**config.mk**
```make
export PLATFORM = sky130hd
export DESIGN_NAME = ftdi_receiver_flat
export DESIGN_NICKNAME = d
export VERILOG_FILES = /design/src/rtl/ftdi_pkg.sv /design/src/rtl/ftdi_receiver_if.sv /design/src/rtl/baud_tick_gen.sv /design/src/rtl/ftdi_receiver.sv /design/src/flat_wrapper.sv
export SDC_FILE = /design/constraint.sdc
export NUM_CORES = 1
export LEC_CHECK = 0
export ABC_CLOCK_PERIOD_IN_PS = 2200
export CORE_ASPECT_RATIO = 0.7
export CORE_MARGIN = 1
export CORE_UTILIZATION = 35
export CTS_BUF_LIST = sky130_fd_sc_hd__clkbuf_4 sky130_fd_sc_hd__clkbuf_8
export DETAILED_ROUTE_END_ITERATION = 10
export PLACE_DENSITY_LB_ADDON = 0.05
export SYNTH_ARGS = -nofsm -noshare
export SYNTH_HDL_FRONTEND = slang
export SYNTH_SLANG_ARGS = --single-unit
```
**constraint.sdc**
```tcl
create_clock -name clk -period 2.2 [get_ports clk]
set_input_delay 0.44 -clock clk [delete_from_list [all_inputs] [get_ports clk]]
set_output_delay 0.44 -clock clk [all_outputs]
set_load 0.03 [all_outputs]
```
**src/rtl/ftdi_pkg.sv**
```systemverilog
// Shared FTDI bridge definitions: receiver FSM encoding and 8N1 frame constants.
// The transmitter reuses the frame constants so both directions agree on the frame.
package ftdi_pkg;

  localparam logic [2:0] ST_IDLE      = 3'd0;
  localparam logic [2:0] ST_START     = 3'd1;
  localparam logic [2:0] ST_DATA      = 3'd2;
  localparam logic [2:0] ST_STOP      = 3'd3;
  localparam logic [2:0] ST_WAIT_IDLE = 3'd4;

  typedef enum logic [2:0] {
    S_IDLE      = ST_IDLE,
    S_START     = ST_START,
    S_DATA      = ST_DATA,
    S_STOP      = ST_STOP,
    S_WAIT_IDLE = ST_WAIT_IDLE
  } rx_state_e;

  localparam int DEFAULT_OVERSAMPLE = 16;
  localparam int DATA_BITS          = 8;
  localparam int STOP_BITS          = 1;

endpackage

```
**src/rtl/ftdi_receiver_if.sv**
```systemverilog
// Consumer-side handshake of the FTDI receiver: held valid/ack byte path,
// clear-to-send, status and sticky error flags.
interface ftdi_receiver_if;

  logic [ftdi_pkg::DATA_BITS-1:0] data;
  logic                           data_valid;
  logic                           ack;
  logic                           busy;
  logic                           cts;
  logic                           framing_error;
  logic                           overrun;
  logic                           clear_errors;

  modport master (
    output data, data_valid, busy, cts, framing_error, overrun,
    input  ack, clear_errors
  );

  modport slave (
    input  data, data_valid, busy, cts, framing_error, overrun,
    output ack, clear_errors
  );

endinterface

```
**src/rtl/baud_tick_gen.sv**
```systemverilog
// Oversample tick generator: one-clk pulse every FREQUENCY/(BAUD_RATE*OVERSAMPLE)
// clocks. clear holds the phase at zero so the first tick lands a full period later.
module baud_tick_gen #(
  parameter int FREQUENCY  = 50_000_000,
  parameter int BAUD_RATE  = 2,
  parameter int OVERSAMPLE = 16
) (
  input  logic clk,
  input  logic reset_n,
  input  logic clear,
  output logic tick
);

  localparam int DIV = FREQUENCY / (BAUD_RATE * OVERSAMPLE);
  localparam int W   = $clog2(DIV) + 1;
  localparam logic [W-1:0] LAST = W'(DIV - 1);

  logic [W-1:0] cnt;

  // NOTE: sequential state is updated with <= so every flop samples pre-edge values.
  always_ff @(posedge clk or negedge reset_n) begin
    if (!reset_n) begin
      cnt <= '0;
    end else if (clear || cnt == LAST) begin
      cnt <= '0;
    end else begin
      cnt <= cnt + W'(1);
    end
  end

  assign tick = !clear && (cnt == LAST);

endmodule

```
**src/rtl/ftdi_receiver.sv**
```systemverilog
// 8N1 UART receiver for the host->FPGA FTDI line. Mid-bit sampling on an
// oversample tick, held valid/ack output register, sticky framing/overrun flags.
module ftdi_receiver
  import ftdi_pkg::*;
#(
  parameter int FREQUENCY  = 50_000_000,
  parameter int BAUD_RATE  = 2,
  parameter int OVERSAMPLE = DEFAULT_OVERSAMPLE
) (
  input  logic            clk,
  input  logic            reset_n,
  input  logic            FTDI_TX,
  ftdi_receiver_if.master bus
);

  localparam int SW = $clog2(OVERSAMPLE);
  localparam int BW = $clog2(DATA_BITS);
  localparam logic [SW-1:0] HALF_LAST = SW'(OVERSAMPLE / 2 - 1);
  localparam logic [SW-1:0] FULL_LAST = SW'(OVERSAMPLE - 1);
  localparam logic [BW-1:0] LAST_BIT  = BW'(DATA_BITS - 1);

  logic                 sync1, rx_s;
  rx_state_e            state, state_next;
  logic                 tick, tick_clear;
  logic [SW-1:0]        sample_cnt;
  logic [BW-1:0]        bit_idx;
  logic [DATA_BITS-1:0] shift;
  logic [DATA_BITS-1:0] data_q;
  logic                 valid_q, fe_q, ov_q;
  logic                 cnt_clear, cnt_inc, bit_clear, shift_en, capture, set_fe, set_ov;

  // Line idles high, so the synchroniser resets to 1 to avoid a false start bit.
  always_ff @(posedge clk or negedge reset_n) begin
    if (!reset_n) begin
      sync1 <= 1'b1;
      rx_s  <= 1'b1;
    end else begin
      sync1 <= FTDI_TX;
      rx_s  <= sync1;
    end
  end

  assign tick_clear = (state == S_IDLE);

  baud_tick_gen #(
    .FREQUENCY  (FREQUENCY),
    .BAUD_RATE  (BAUD_RATE),
    .OVERSAMPLE (OVERSAMPLE)
  ) u_tick (
    .clk     (clk),
    .reset_n (reset_n),
    .clear   (tick_clear),
    .tick    (tick)
  );

  always_ff @(posedge clk or negedge reset_n) begin
    if (!reset_n) state <= S_IDLE;
    else          state <= state_next;
  end

  // NOTE: every output of this block gets a default first, so no latches are inferred.
  always_comb begin
    state_next = state;
    cnt_clear  = 1'b0;
    cnt_inc    = 1'b0;
    bit_clear  = 1'b0;
    shift_en   = 1'b0;
    capture    = 1'b0;
    set_fe     = 1'b0;
    bus.busy   = (state != S_IDLE);
    unique case (state)
      S_IDLE: begin
        cnt_clear = 1'b1;
        if (!rx_s) state_next = S_START;
      end
      S_START: if (tick) begin
        if (sample_cnt == HALF_LAST) begin
          cnt_clear  = 1'b1;
          bit_clear  = 1'b1;
          state_next = rx_s ? S_IDLE : S_DATA;
        end else begin
          cnt_inc = 1'b1;
        end
      end
      S_DATA: if (tick) begin
        if (sample_cnt == FULL_LAST) begin
          cnt_clear = 1'b1;
          shift_en  = 1'b1;
          if (bit_idx == LAST_BIT) state_next = S_STOP;
        end else begin
          cnt_inc = 1'b1;
        end
      end
      S_STOP: if (tick) begin
        if (sample_cnt == FULL_LAST) begin
          cnt_clear = 1'b1;
          if (rx_s) begin
            capture    = 1'b1;
            state_next = S_IDLE;
          end else begin
            set_fe     = 1'b1;
            state_next = S_WAIT_IDLE;
          end
        end else begin
          cnt_inc = 1'b1;
        end
      end
      S_WAIT_IDLE: if (rx_s) state_next = S_IDLE;
      default: state_next = S_IDLE;
    endcase
  end

  always_ff @(posedge clk or negedge reset_n) begin
    if (!reset_n) begin
      sample_cnt <= '0;
      bit_idx    <= '0;
      shift      <= '0;
    end else begin
      if (cnt_clear)    sample_cnt <= '0;
      else if (cnt_inc) sample_cnt <= sample_cnt + SW'(1);
      if (bit_clear)     bit_idx <= '0;
      else if (shift_en) bit_idx <= bit_idx + BW'(1);
      if (shift_en) shift <= {rx_s, shift[DATA_BITS-1:1]};
    end
  end

  // A capture coinciding with ack hands over the new byte instead of overrunning.
  assign set_ov = capture && valid_q && !bus.ack;

  always_ff @(posedge clk or negedge reset_n) begin
    if (!reset_n) begin
      data_q  <= '0;
      valid_q <= 1'b0;
      fe_q    <= 1'b0;
      ov_q    <= 1'b0;
    end else begin
      if (capture && (!valid_q || bus.ack)) begin
        data_q  <= shift;
        valid_q <= 1'b1;
      end else if (bus.ack) begin
        valid_q <= 1'b0;
      end
      fe_q <= (fe_q && !bus.clear_errors) || set_fe;
      ov_q <= (ov_q && !bus.clear_errors) || set_ov;
    end
  end

  assign bus.data          = data_q;
  assign bus.data_valid    = valid_q;
  assign bus.cts           = !valid_q;
  assign bus.framing_error = fe_q;
  assign bus.overrun       = ov_q;

endmodule

```
**src/flat_wrapper.sv**
```systemverilog
// flat-port wrapper written by rule: the top's interface ports become plain ports
module ftdi_receiver_flat import ftdi_pkg::*;
#(
  parameter int FREQUENCY  = 50_000_000,
  parameter int BAUD_RATE  = 2,
  parameter int OVERSAMPLE = DEFAULT_OVERSAMPLE
)
  (clk, reset_n, FTDI_TX, bus_data, bus_data_valid, bus_busy, bus_cts, bus_framing_error, bus_overrun, bus_ack, bus_clear_errors);
  ftdi_receiver_if bus_i ();
  input  logic clk;
  input  logic reset_n;
  input  logic FTDI_TX;
  output wire logic [$bits(bus_i.data)-1:0] bus_data;
  output wire logic [$bits(bus_i.data_valid)-1:0] bus_data_valid;
  output wire logic [$bits(bus_i.busy)-1:0] bus_busy;
  output wire logic [$bits(bus_i.cts)-1:0] bus_cts;
  output wire logic [$bits(bus_i.framing_error)-1:0] bus_framing_error;
  output wire logic [$bits(bus_i.overrun)-1:0] bus_overrun;
  input wire logic [$bits(bus_i.ack)-1:0] bus_ack;
  input wire logic [$bits(bus_i.clear_errors)-1:0] bus_clear_errors;
  assign bus_data = bus_i.data;
  assign bus_data_valid = bus_i.data_valid;
  assign bus_busy = bus_i.busy;
  assign bus_cts = bus_i.cts;
  assign bus_framing_error = bus_i.framing_error;
  assign bus_overrun = bus_i.overrun;
  assign bus_i.ack = bus_ack;
  assign bus_i.clear_errors = bus_clear_errors;
  ftdi_receiver #(.FREQUENCY(FREQUENCY), .BAUD_RATE(BAUD_RATE), .OVERSAMPLE(OVERSAMPLE)) u_core (.clk(clk), .reset_n(reset_n), .FTDI_TX(FTDI_TX), .bus(bus_i));
endmodule
```
== After elaboration in Yosys (flattened, before gate mapping) ==
Cells that the tools add are included.

* Register bits: 53
* Input port bits: 5
* Output and inout port bits: 13

* Add/subtract/negate cells: 3
* Equality and inequality tests: 17
* Multiplexer cells: 39
* Reduce and logical (&&, ||, !) cells: 21

{| class="wikitable"
|+ Operators by type and width
! operator !! count
|-
| 3-bit two-way mux || 12
|-
| 22-bit by 1-bit adder with 22-bit output (second input constant) || 1
|-
| 22-bit by 21-bit equality test with 1-bit output (second input constant) || 1
|-
| 22-bit two-way mux || 1
|-
| 1-bit two-way mux || 20
|-
| 2-bit by 1-bit inequality test with 1-bit output (second input constant) || 8
|-
| 3-bit case mux with 5 select lines || 1
|-
| 9-bit AND reduction || 1
|-
| 4-bit two-way mux || 2
|-
| 3-bit by 2-bit equality test with 1-bit output (second input constant) || 2
|-
| 3-bit equality test (second input constant) || 2
|-
| 1-bit logical AND || 6
|-
| 2-bit nonzero test || 3
|-
| 4-bit by 1-bit adder with 4-bit output (second input constant) || 1
|-
| 4-bit by 3-bit equality test with 1-bit output (second input constant) || 1
|-
| 4-bit equality test (second input constant) || 1
|-
| 1-bit logical NOT || 4
|-
| 1-bit logical OR || 4
|-
| 3-bit by 1-bit adder with 3-bit output (second input constant) || 1
|-
| 3-bit by 1-bit equality test with 1-bit output (second input constant) || 1
|-
| 3-bit logical NOT || 1
|-
| 1-bit case mux with 3 select lines || 1
|-
| 3-bit nonzero test || 1
|-
| 2-bit two-way mux || 1
|-
| 3 further kinds || 3
|}

== Depth between registers and ports, before layout ==
* Depth in word-level cells: 8
* Mapped depth: 7

== Hierarchy ==
A second synthesis with hierarchy kept.

* Cells, all modules: 244
* Area total of the unflattened synthesis: 2586.2 um^2

{| class="wikitable"
|+ By module, submodules not included
! module !! times used !! cells each !! area an instance (um^2)
|-
| ftdi_receiver || 1 || 123 || 1433.9
|-
| baud_tick_gen || 1 || 121 || 1152.4
|}

== Least setup slack after synthesis ==
No wires, ideal clock.

* Path type: reg2reg
* Start point: register u_core.u_tick.cnt[0]
* End point: register u_core.bit_idx[0]
* Setup time: 0.125 ns
* Arrival time: 2.049 ns
* Data required time: 2.075 ns
* Path slack: 0.026 ns
* Stages on the path, launching flop included: 7
* Buffers on the path: 0
* Period minus slack after synthesis: 2.174 ns
* Path through: dfrtp_1 > ha_1 > nor4b_1 > nand4_1 > or4_4 > or3_1 > mux2_2

* Cells in the longest elaborated chain, start to end: 5
* Elaborated cells on any way between the ends: 8

{| class="wikitable"
|+ Ends and longest elaborated chain
! item !! line !! source
|-
| start, declared || baud_tick_gen.sv:18 || <nowiki>logic [W-1:0] cnt;</nowiki>
|-
| start signal, assigned || baud_tick_gen.sv:27 || <nowiki>cnt <= cnt + W'(1);</nowiki>
|-
| 22-bit by 21-bit equality test with 1-bit output (*) || baud_tick_gen.sv:31 || <nowiki>assign tick = !clear && (cnt == LAST);</nowiki>
|-
| 1-bit logical AND (*) || baud_tick_gen.sv:31 ||
|-
| 1-bit two-way mux, on equally long branches || ftdi_receiver.sv:76, ftdi_receiver.sv:85 ||
|-
| 1-bit two-way mux || ftdi_receiver.sv:71 || <nowiki>unique case (state)</nowiki>
|-
| 3-bit two-way mux or 2-bit nonzero test (tied branches) || -- ||
|-
| end signal, assigned || ftdi_receiver.sv:122 || <nowiki>else if (shift_en) bit_idx <= bit_idx + BW'(1);</nowiki>
|-
| end, declared || ftdi_receiver.sv:26 || <nowiki>logic [BW-1:0] bit_idx;</nowiki>
|}

Every way passes the cells marked *; elsewhere a longest branch is shown, timed or not.
A chain may end at the register's enable or synchronous reset.

== Worst setup path in the final report ==
* Start point: register u_core.u_tick.cnt[21]
* End point: register u_core.bit_idx[0]

The elaborated chain is that of the path after synthesis.

==> results.txt <==
The run finished with clean final reports. The synthesized design devotes to its leading area cell type between 50% and 60% of total area. Clock tree synthesis found a total of between 50 and 60 sinks. The hold violation count in the final report is 0. The violation count after the first detailed-route iteration came out at 93. The share of async-settable or async-resettable flops after synthesis is between 90% and 100%.

The kind of path behind the tightest hold check is input port to async pin. The clock arrives with around 5.9 ps of skew. The count of hold-fix buffers inserted at cts is 0. The clock transition at the registers of the reported paths is 100 ps. The residual antenna-violating net count after detailed routing came out at 0.

The worst-path maximum fanout is 3. The launching point of the worst reg2reg path is u_core.u_tick.cnt[21]$_DFF_PN0_. The post-synthesis sequential area ratio came out at a little over half. The minimum clock period is 2160 ps. Of all cell types, the one taking the most synthesized area is sky130_fd_sc_hd__dfrtp_1. The synthesized area divided by synthesized cell count came out at about 11 um^2. The worst-case setup slack after placement came out at -24.8 ps. The routed layout has approximately 1800 vias.

The cell area after technology mapping is around 0.0025 mm^2. The maximum root-to-sink buffer count came out at 2. For this run, the total global-route usage over all layers was measured as between 10 and 15%. In this run the clock root is driven by a sky130_fd_sc_hd__clkbuf_8.

The final setup violation count came out at 0. The measured slew at the worst slew-check pin is around 330 ps. The final core utilization came out at 45.9%. Entering global routing, the biggest net connects between 50 and 60 pins. The distinct cell type count after synthesis is 40. By area the synthesized netlist is led by sky130_fd_sc_hd__dfrtp_1 50%, sky130_fd_sc_hd__mux2_2 7.5%, sky130_fd_sc_hd__xor2_1 3.8%. In the routed layout, each cell is associated on average with a via count of about 4.8. The count of pins over their slew limit came out at 0. The first global-routing pass estimated about 8.6 mm of wire. Setup repair after global routing left no endpoint under its margin. TritonCTS created 5 clock buffers.

The data required time of the critical path is between 2000 and 2500 ps. Detailed placement finished with a half-perimeter wire length of about 3.7 mm. The setup slack of the most critical reg-to-reg path is 40 ps. In this run switching power makes up between 20 and 25% of total power. The analysis attributes to cell leakage a power of about 1.4 nW. The net count of the mapped netlist came out at between 200 and 250. STA classifies the critical path endpoint as a flop. The gate count of the mapped netlist came out at 228. The die covers 0.00761 mm^2.

Power spread over the standard cell area amounts to a little over 500 mW/mm^2. The area of the placeable core came out at between 0.006 and 0.007 mm^2. The routed design has around 5.2 mm of wire.

In this run the critical register-to-register path is captured at u_core.bit_idx[0]$_DFFE_PN0P_. The final antenna diode count is 0. The die height is around 73 um.

The port buffer count came out at 17. Measured against its own limit, the worst slew margin works out to between 70 and 80%. The initial antenna violation count was 0. The setup slack after layout came out at 40.9 ps. In this run, synthesis produced a sequential element count of 53. The share of layout cells above drive strength 1 came out at around a quarter. The number of global-route vias before repair came out at 1659. The number of H-tree levels is 2. The total number of nets in the final design is approximately 280.

The share of the clock period used by the worst path came out at 98.1%. Summed over all nets, the switching power comes to 0.368 mW. The worst setup path is launched from a flop. Static timing analysis puts the maximum clock frequency at approximately 460 MHz. Registers are responsible for 61.7% of the overall power. The area added between synthesis and finish came out at 24.3%. TritonCTS built the clock tree. The clock network burns a little over a third of the power. The number of placed I/O pins is 18. The worst setup path is of the flop to flop kind.

The buffers inserted during post-CTS setup optimization came out at 0. The die width is 104 um. The highest ir drop seen on vdd came out at 0.235 mV. The dominant synthesized flop cell is sky130_fd_sc_hd__dfrtp_1.

In this run, the combinational gates consume under 10% of the power. Yosys mapped a number of flops with a built-in enable equal to 0. During synthesis, Yosys emitted a total of 0 warnings. The detailed-route DRC error count is 0. The internal cell power is 1.22 mW. The final estimated routing congestion in global placement came out at 0.764. The number of cells on the worst reg-to-reg path is 5. Across the run, the number of max-cap violations was 0. After detailed routing, the average wire length per cell comes to between 10 and 15 um. For this run the aggregate overflow at the end of global routing stands at 0. The clock latency on the worst-skew pair is ~310 ps. The initial core utilization came out at a little under two fifths.

The first detailed-routing pass ran for 4 iterations. Row generation in the floorplan step produced 25 rows. Data on the critical path arrives at its endpoint at approximately 2400 ps.
-- power groups by stage --
stage / clock [mW] / combinational (mW) / sequential [mW]
floorplan: 0 / 0.00107 / 0.998
global placement: 0 / 0.0326 / 0.999
detailed placement: 0 / 0.0325 / 0.999
CTS: 0.613 / 0.0327 / 0.980
global route: 0.643 / 0.0352 / 0.981
finish: 0.578 / 0.0303 / 0.980
-- worst max-delay path by stage --
stage	slack (ps)	depth (start not counted)	startpoint	end
floorplan	30	6	u_core.u_tick.cnt[0]$_DFF_PN0_	u_core.bit_idx[0]$_DFFE_PN0P_
global placement	10	5	u_core.u_tick.cnt[21]$_DFF_PN0_	u_core.bit_idx[0]$_DFFE_PN0P_
detailed placement	-20	6	u_core.u_tick.cnt[0]$_DFF_PN0_	u_core.bit_idx[0]$_DFFE_PN0P_
CTS	20	5	u_core.u_tick.cnt[3]$_DFF_PN0_	u_core.bus.data[5]$_DFFE_PN0P_
global route	1	5	u_core.u_tick.cnt[3]$_DFF_PN0_	u_core.bus.data[5]$_DFFE_PN0P_
finish	40	5	u_core.u_tick.cnt[21]$_DFF_PN0_	u_core.bit_idx[0]$_DFFE_PN0P_
-- cells in the final DEF, fill, tap and decap left out, types with 8 or more instances in the layout --
| cell type | count |
|---|---|
| sky130_fd_sc_hd__dfrtp_1 | 51 |
| sky130_fd_sc_hd__xnor2_1 | 9 |
| sky130_fd_sc_hd__nand3_1 | 14 |
| sky130_fd_sc_hd__buf_4 | 26 |
| sky130_fd_sc_hd__inv_1 | 8 |
| sky130_fd_sc_hd__or3_1 | 8 |
| sky130_fd_sc_hd__nand2_1 | 13 |
| sky130_fd_sc_hd__nor2_1 | 25 |
| sky130_fd_sc_hd__mux2_2 | 17 |
| sky130_fd_sc_hd__xor2_1 | 11 |
| sky130_fd_sc_hd__clkdlybuf4s50_1 | 15 |
-- repair_timing --
| action | CTS | global route |
|---|---|---|
| gates resized for setup | 4 | 3 |
| setup endpoints to repair | 4 | 15 |
| pin swaps | 0 | 2 |
-- critical path, stage by stage, from the launching register on --
cell and delay [ps]:
sky130_fd_sc_hd__dfrtp_1 390, sky130_fd_sc_hd__nand2b_4 140, sky130_fd_sc_hd__or3_1 320, sky130_fd_sc_hd__or4_4 530, sky130_fd_sc_hd__or3_4 400, sky130_fd_sc_hd__mux2_2 270
-- synth_stat cells, types with 5 or more instances --
master	instances
sky130_fd_sc_hd__or3_1	9
sky130_fd_sc_hd__nor2_1	25
sky130_fd_sc_hd__clkbuf_1	6
sky130_fd_sc_hd__inv_1	8
sky130_fd_sc_hd__o21ai_0	5
sky130_fd_sc_hd__xnor2_1	9
sky130_fd_sc_hd__mux2_2	17
sky130_fd_sc_hd__a21oi_1	6
sky130_fd_sc_hd__nand3_1	14
sky130_fd_sc_hd__xor2_1	11
sky130_fd_sc_hd__dfrtp_1	51
sky130_fd_sc_hd__nand4_1	5
sky130_fd_sc_hd__nand2_1	13
sky130_fd_sc_hd__nor3_1	5
-- kinds of logic (layout without fill, tap and decap cells) --
kind of cell	Yosys count	count (layout)	share of synthesized area [%]
compound gates	21	21	5.71
fa+ha+maj	4	4	1.97
mux	18	18	7.93
xor+xnor	20	20	6.90
simple gates	97	97	22.9
buf+inv	15	61	2.27
flops	53	53	52.3
-- registers in the layout, indices dropped and copies added, names as in the netlist --
signal / flops
u_core.bus.overrun: 1
u_core.bus.data_valid: 1
u_core.bus.framing_error: 1
u_core.rx_s: 1
u_core.bus.data: 8
u_core.sync1: 1
u_core.state: 3
u_core.u_tick.cnt: 22
u_core.sample_cnt: 4
u_core.shift: 8
u_core.bit_idx: 3
-- layer usage --
metal	track usage (%)	vias up	wire, um
li1	-	901	-
met1	23.5	852	2980
met2	18.8	26	2020
met3	3.19	2	187
met4	5.71	0	36
met5	0	-	0
-- layout make-up --
type                    count  area [um^2]
clock buffers               5         68.8
fillers                   684         3720
flip-flops and latches     53         1330
well taps                  94          118
clock inverters             3         25.0
inverters                   8         30.0
multi-input cells         160         1190
repair buffers             45          399
-- stage by stage --
step	cell area [um^2]	hold WS [ps]	instances	TNS [ps]	power, mW
global route	3160	125	368	0	1.66
CTS	3140	113	368	0	1.63
global placement	3030	346	360	0	1.03
finish	3160	111	368	0	1.59
floorplan	2540	144	228	0	0.999
detailed placement	3030	351	360	-28.8	1.03
Note: power is estimated with default switching activity, not from simulation.
==> RTL edit 1: new RTL, config.mk and constraints unchanged <==
One comparison of `sample_cnt` changes from == to >=.
--- a/src/rtl/ftdi_receiver.sv
+++ b/src/rtl/ftdi_receiver.sv
@@ -76,3 +76,3 @@
       S_START: if (tick) begin
-        if (sample_cnt == HALF_LAST) begin
+        if (sample_cnt >= HALF_LAST) begin
           cnt_clear  = 1'b1;
Check against the original RTL: no difference found for any inputs over 10 cycles, from zero or initial values and one cycle with reset_n low; that may be too few to reach the edited logic, so the function may still have changed.
==> RTL edit 1 against the unedited design <==
Sequential cell count did not move; worst setup slack better by 0.045 ns; cell area is 0.52% lower; core utilization fell by 0.44 points; sequential power hardly changed; combinational power increased by 2%; routed wire length fell by 5.7%; synthesized area up 0.59%; first-iteration DRC count shrank 33%; non-clock buffer count shrank 5; total power increased by 7.6%.
==> RTL edit 1: results <==
outcome:
  status: "completed"
timing:
  max_freq_ghz: 0.473
  worstMarginPinSlew_ns: 0.421
  whs_ns: 0.101
  final.setup_skew_ns: 0.0111
critical_path:
  path_max_fanout: 8
  critPathMaxStageDelay_ns: 0.45
  path_delay_family: "simple AND/OR/NAND/NOR gates"
  r2r_setup_slack_ns: 0.09
  cp.arrival_ns: 2.31
  slowest_stage: "dfrtp_1"
  rr_startpoint: "u_core.u_tick.cnt[13]$_DFF_PN0_"
  crit_path_end: "u_core.bus.data[5]$_DFFE_PN0P_"
synth:
  ys_seq_area_frac: 0.520
  synth_common_cells: "51 x dfrtp_1, 30 x nor2_1, 14 x nand2_1"
  synth_cell_types: 39
  syn_area_per_cell_um2: 11.4
  syn_nets: 234
drt:
  met2_length_um: 1830
  drt_wl_total_um: 4930
  dr_wl_met3_um: 137
  drtIter0Drc: 62
  vias_per_cell: 4.69
  routedWlPerCell_um: 13.6
  wl_met1_um: 2890
placement:
  dp_hpwl_um: 3570
  dp_slack_ns: 0.00472
  globalplace.congestion: 0.777
  placed_area_um2: 2970
global_route:
  grt_pass1_wl_um: 8200
  met3_usage: 0.0399
  grt_util_met2: 0.175
  grt_pass1_vias: 1607
power:
  ir_worst_vdd_v: 0.000311
  leakagePower_nw: 1.46
layout:
  nets: 276
## RTL edit 1: changes by cell type after synthesis, moves of 3 or more
cell | unedited run | this run
nor4b_1 | 3 | 0
a22o_1 | 3 | 0
and4_1 | 4 | 1
or3_1 | 9 | 2
mux2_4 | 0 | 8
mux2_2 | 17 | 8
and3_1 | 1 | 8
a21oi_1 | 6 | 3
nor2_1 | 25 | 30
inv_1 | 8 | 5
## RTL edit 1: logic make-up (layout without fill, tap and decap cells)
logic type	count (synthesis)	count (layout)	synth area share
AO/OA/AOI/OAI	16	16	0.0411
XOR/XNOR	24	24	0.0823
adder cells (fa/ha/maj)	4	4	0.0196
buffers and inverters	10	53	0.0152
flip-flops	53	53	0.520
multiplexers	17	17	0.0862
AND/OR/NAND/NOR	101	101	0.236
## RTL edit 1: repair_timing
| item | 4_1_cts | 5_1_grt |
|---|---|---|
| hold buffers | 0 | 0 |
| setup buffers | 0 | 4 |
| pin swaps | 1 | 4 |
| resized for setup | 2 | 2 |
| hold endpoints to repair | 0 | 0 |
| setup endpoints to repair | 9 | 8 |
## RTL edit 1: cell type report
cell class,count,area (um^2)
tap,94,118
clock inverter,1,30.0
sequential,53,1330
fill,663,3770
clock buffer,7,90.1
timing repair buffer,40,349
multi-input combinational,162,1200
inverter,5,18.8
## RTL edit 1: worst register-to-register path, cell delays in order (launching register included)
cell and delay [ns]:
dfrtp_1 0.45, nor4b_4 0.36, nand4_4 0.15, nor4_4 0.40, nand4_4 0.28, mux2_4 0.36
## RTL edit 1: power by group
part	internal [W]	switching [W]	leakage (nW)	total, W
clock network	0.000384	0.000315	0.0619	0.000698
logic	0.0000104	0.0000205	0.682	0.0000308
registers	0.000977	0.00000240	0.719	0.000979
total	0.00137	0.000338	1.46	0.00171
==> RTL edit 2: new RTL, same flow settings <==
Without the edit above. Set the package constant `DEFAULT_OVERSAMPLE` to 32 (it was 16).
--- a/src/rtl/ftdi_pkg.sv
+++ b/src/rtl/ftdi_pkg.sv
@@ -18,3 +18,3 @@
 
-  localparam int DEFAULT_OVERSAMPLE = 16;
+  localparam int DEFAULT_OVERSAMPLE = 32;
   localparam int DATA_BITS          = 8;
Behaviour: no difference found for any inputs over 10 cycles, from zero or initial values and one cycle with reset_n low; that may be too few to reach the edited logic, so the function may still have changed.
==> RTL edit 2 against the unedited design <==
The run now ends with negative setup slack left; sequential power about the same; sequential cell count unchanged; total power decreased by 1.7%; cell area decreased by 3.4%; routed wire length decreased by 8.1%; synthesized area decreased by 0.64%; worst setup slack got worse by 0.16 ns; non-clock buffer count decreased by 7; largest cell class unchanged.
==> RTL edit 2: results <==
synth:
  synth_xor_area_frac: 0.0798
  yosys-top-cells-area: "dfrtp_1 51%, xor2_1 5.9%, nor2_1 5.1%"
  synth_compound_area_frac: 0.0273
  synth_common_cells: "51 x dfrtp_1, 34 x nor2_1, 17 x xor2_1"
  syn_nets: 229
  ys_seq_area_frac: 0.527
  synth_fa_ha_area_frac: 0.0347
drt:
  vias_per_cell: 4.76
  wl_met1_um: 2750
  met2_length_um: 1800
  dr_wl_met3_um: 193
  drtIter0Drc: 37
  drt_wl_total_um: 4800
timing:
  fin_setup_tns_ns: -1.21
  final.setup_skew_ns: 0.00654
  whs_ns: 0.102
  worstMarginPinSlew_ns: 0.452
  timing.final.ws_setup_ns: -0.117
  setup_viol: 16
global_route:
  met3_usage: 0.0431
  antenna_found_initial: 0
  use_met1: 0.226
  grt_use_total: 0.145
placement:
  dp_slack_ns: -0.139
  globalplace.congestion: 0.763
  dp_hpwl_um: 3340
clock_network:
  cts_resized: 2
  cts_setup_buffers: 2
  clk_pin_slew_ns: 0.10
power:
  leakagePower_nw: 1.48
  switching_share: 0.227
  ir_worst_vdd_v: 0.000263
layout:
  nets: 268
  largest_register_ffs: 21
critical_path:
  cp.arrival_ns: 2.52
  slowest_stage: "or4b_4"
  rr_worst_depth: 7
outcome:
  violations: "negative setup slack"
  status: "finished with violations"
[RTL edit 2: layout make-up]
type | count | area (um^2)
clock buffers | 5 | 68.8
multi-input cells | 151 | 1140
flip-flops and latches | 53 | 1330
inverters | 7 | 26.3
fillers | 644 | 3800
well taps | 94 | 118
repair buffers | 38 | 348
clock inverters | 3 | 17.5
[RTL edit 2: power groups by stage]
stage / registers (W) / clock network, W / logic (W)
floorplan: 0.000998 / 0 / 0.00000102
global placement: 0.000999 / 0 / 0.0000326
detailed placement: 0.000998 / 0 / 0.0000325
CTS: 0.000979 / 0.000578 / 0.0000327
global route: 0.000980 / 0.000620 / 0.0000355
finish: 0.000979 / 0.000552 / 0.0000301
[RTL edit 2: final timing paths]
check,startpoint,end
worst min-delay path,reset_n,u_core.u_tick.cnt[8]$_DFF_PN0_
worst max-delay path,u_core.u_tick.cnt[1]$_DFF_PN0_,u_core.bus.data[6]$_DFFE_PN0P_
min in group clk,u_core.sync1$_DFF_PN1_,u_core.rx_s$_DFF_PN1_
worst min register to register,u_core.sync1$_DFF_PN1_,u_core.rx_s$_DFF_PN1_
max in group asynchronous,reset_n,u_core.rx_s$_DFF_PN1_
worst max register to register,u_core.u_tick.cnt[1]$_DFF_PN0_,u_core.bus.data[6]$_DFFE_PN0P_
[RTL edit 2: through the flow]
| stage | cells | cell area, um^2 | util | total power (W) |
|---|---|---|---|---|
| detailed placement | 341 | 2930 | 0.428 | 0.00103 |
| finish | 351 | 3050 | 0.445 | 0.00156 |
| global placement | 341 | 2930 | 0.428 | 0.00103 |
| global route | 351 | 3050 | 0.445 | 0.00164 |
| floorplan | 217 | 2520 | - | 0.000999 |
| CTS | 350 | 3030 | 0.443 | 0.00159 |
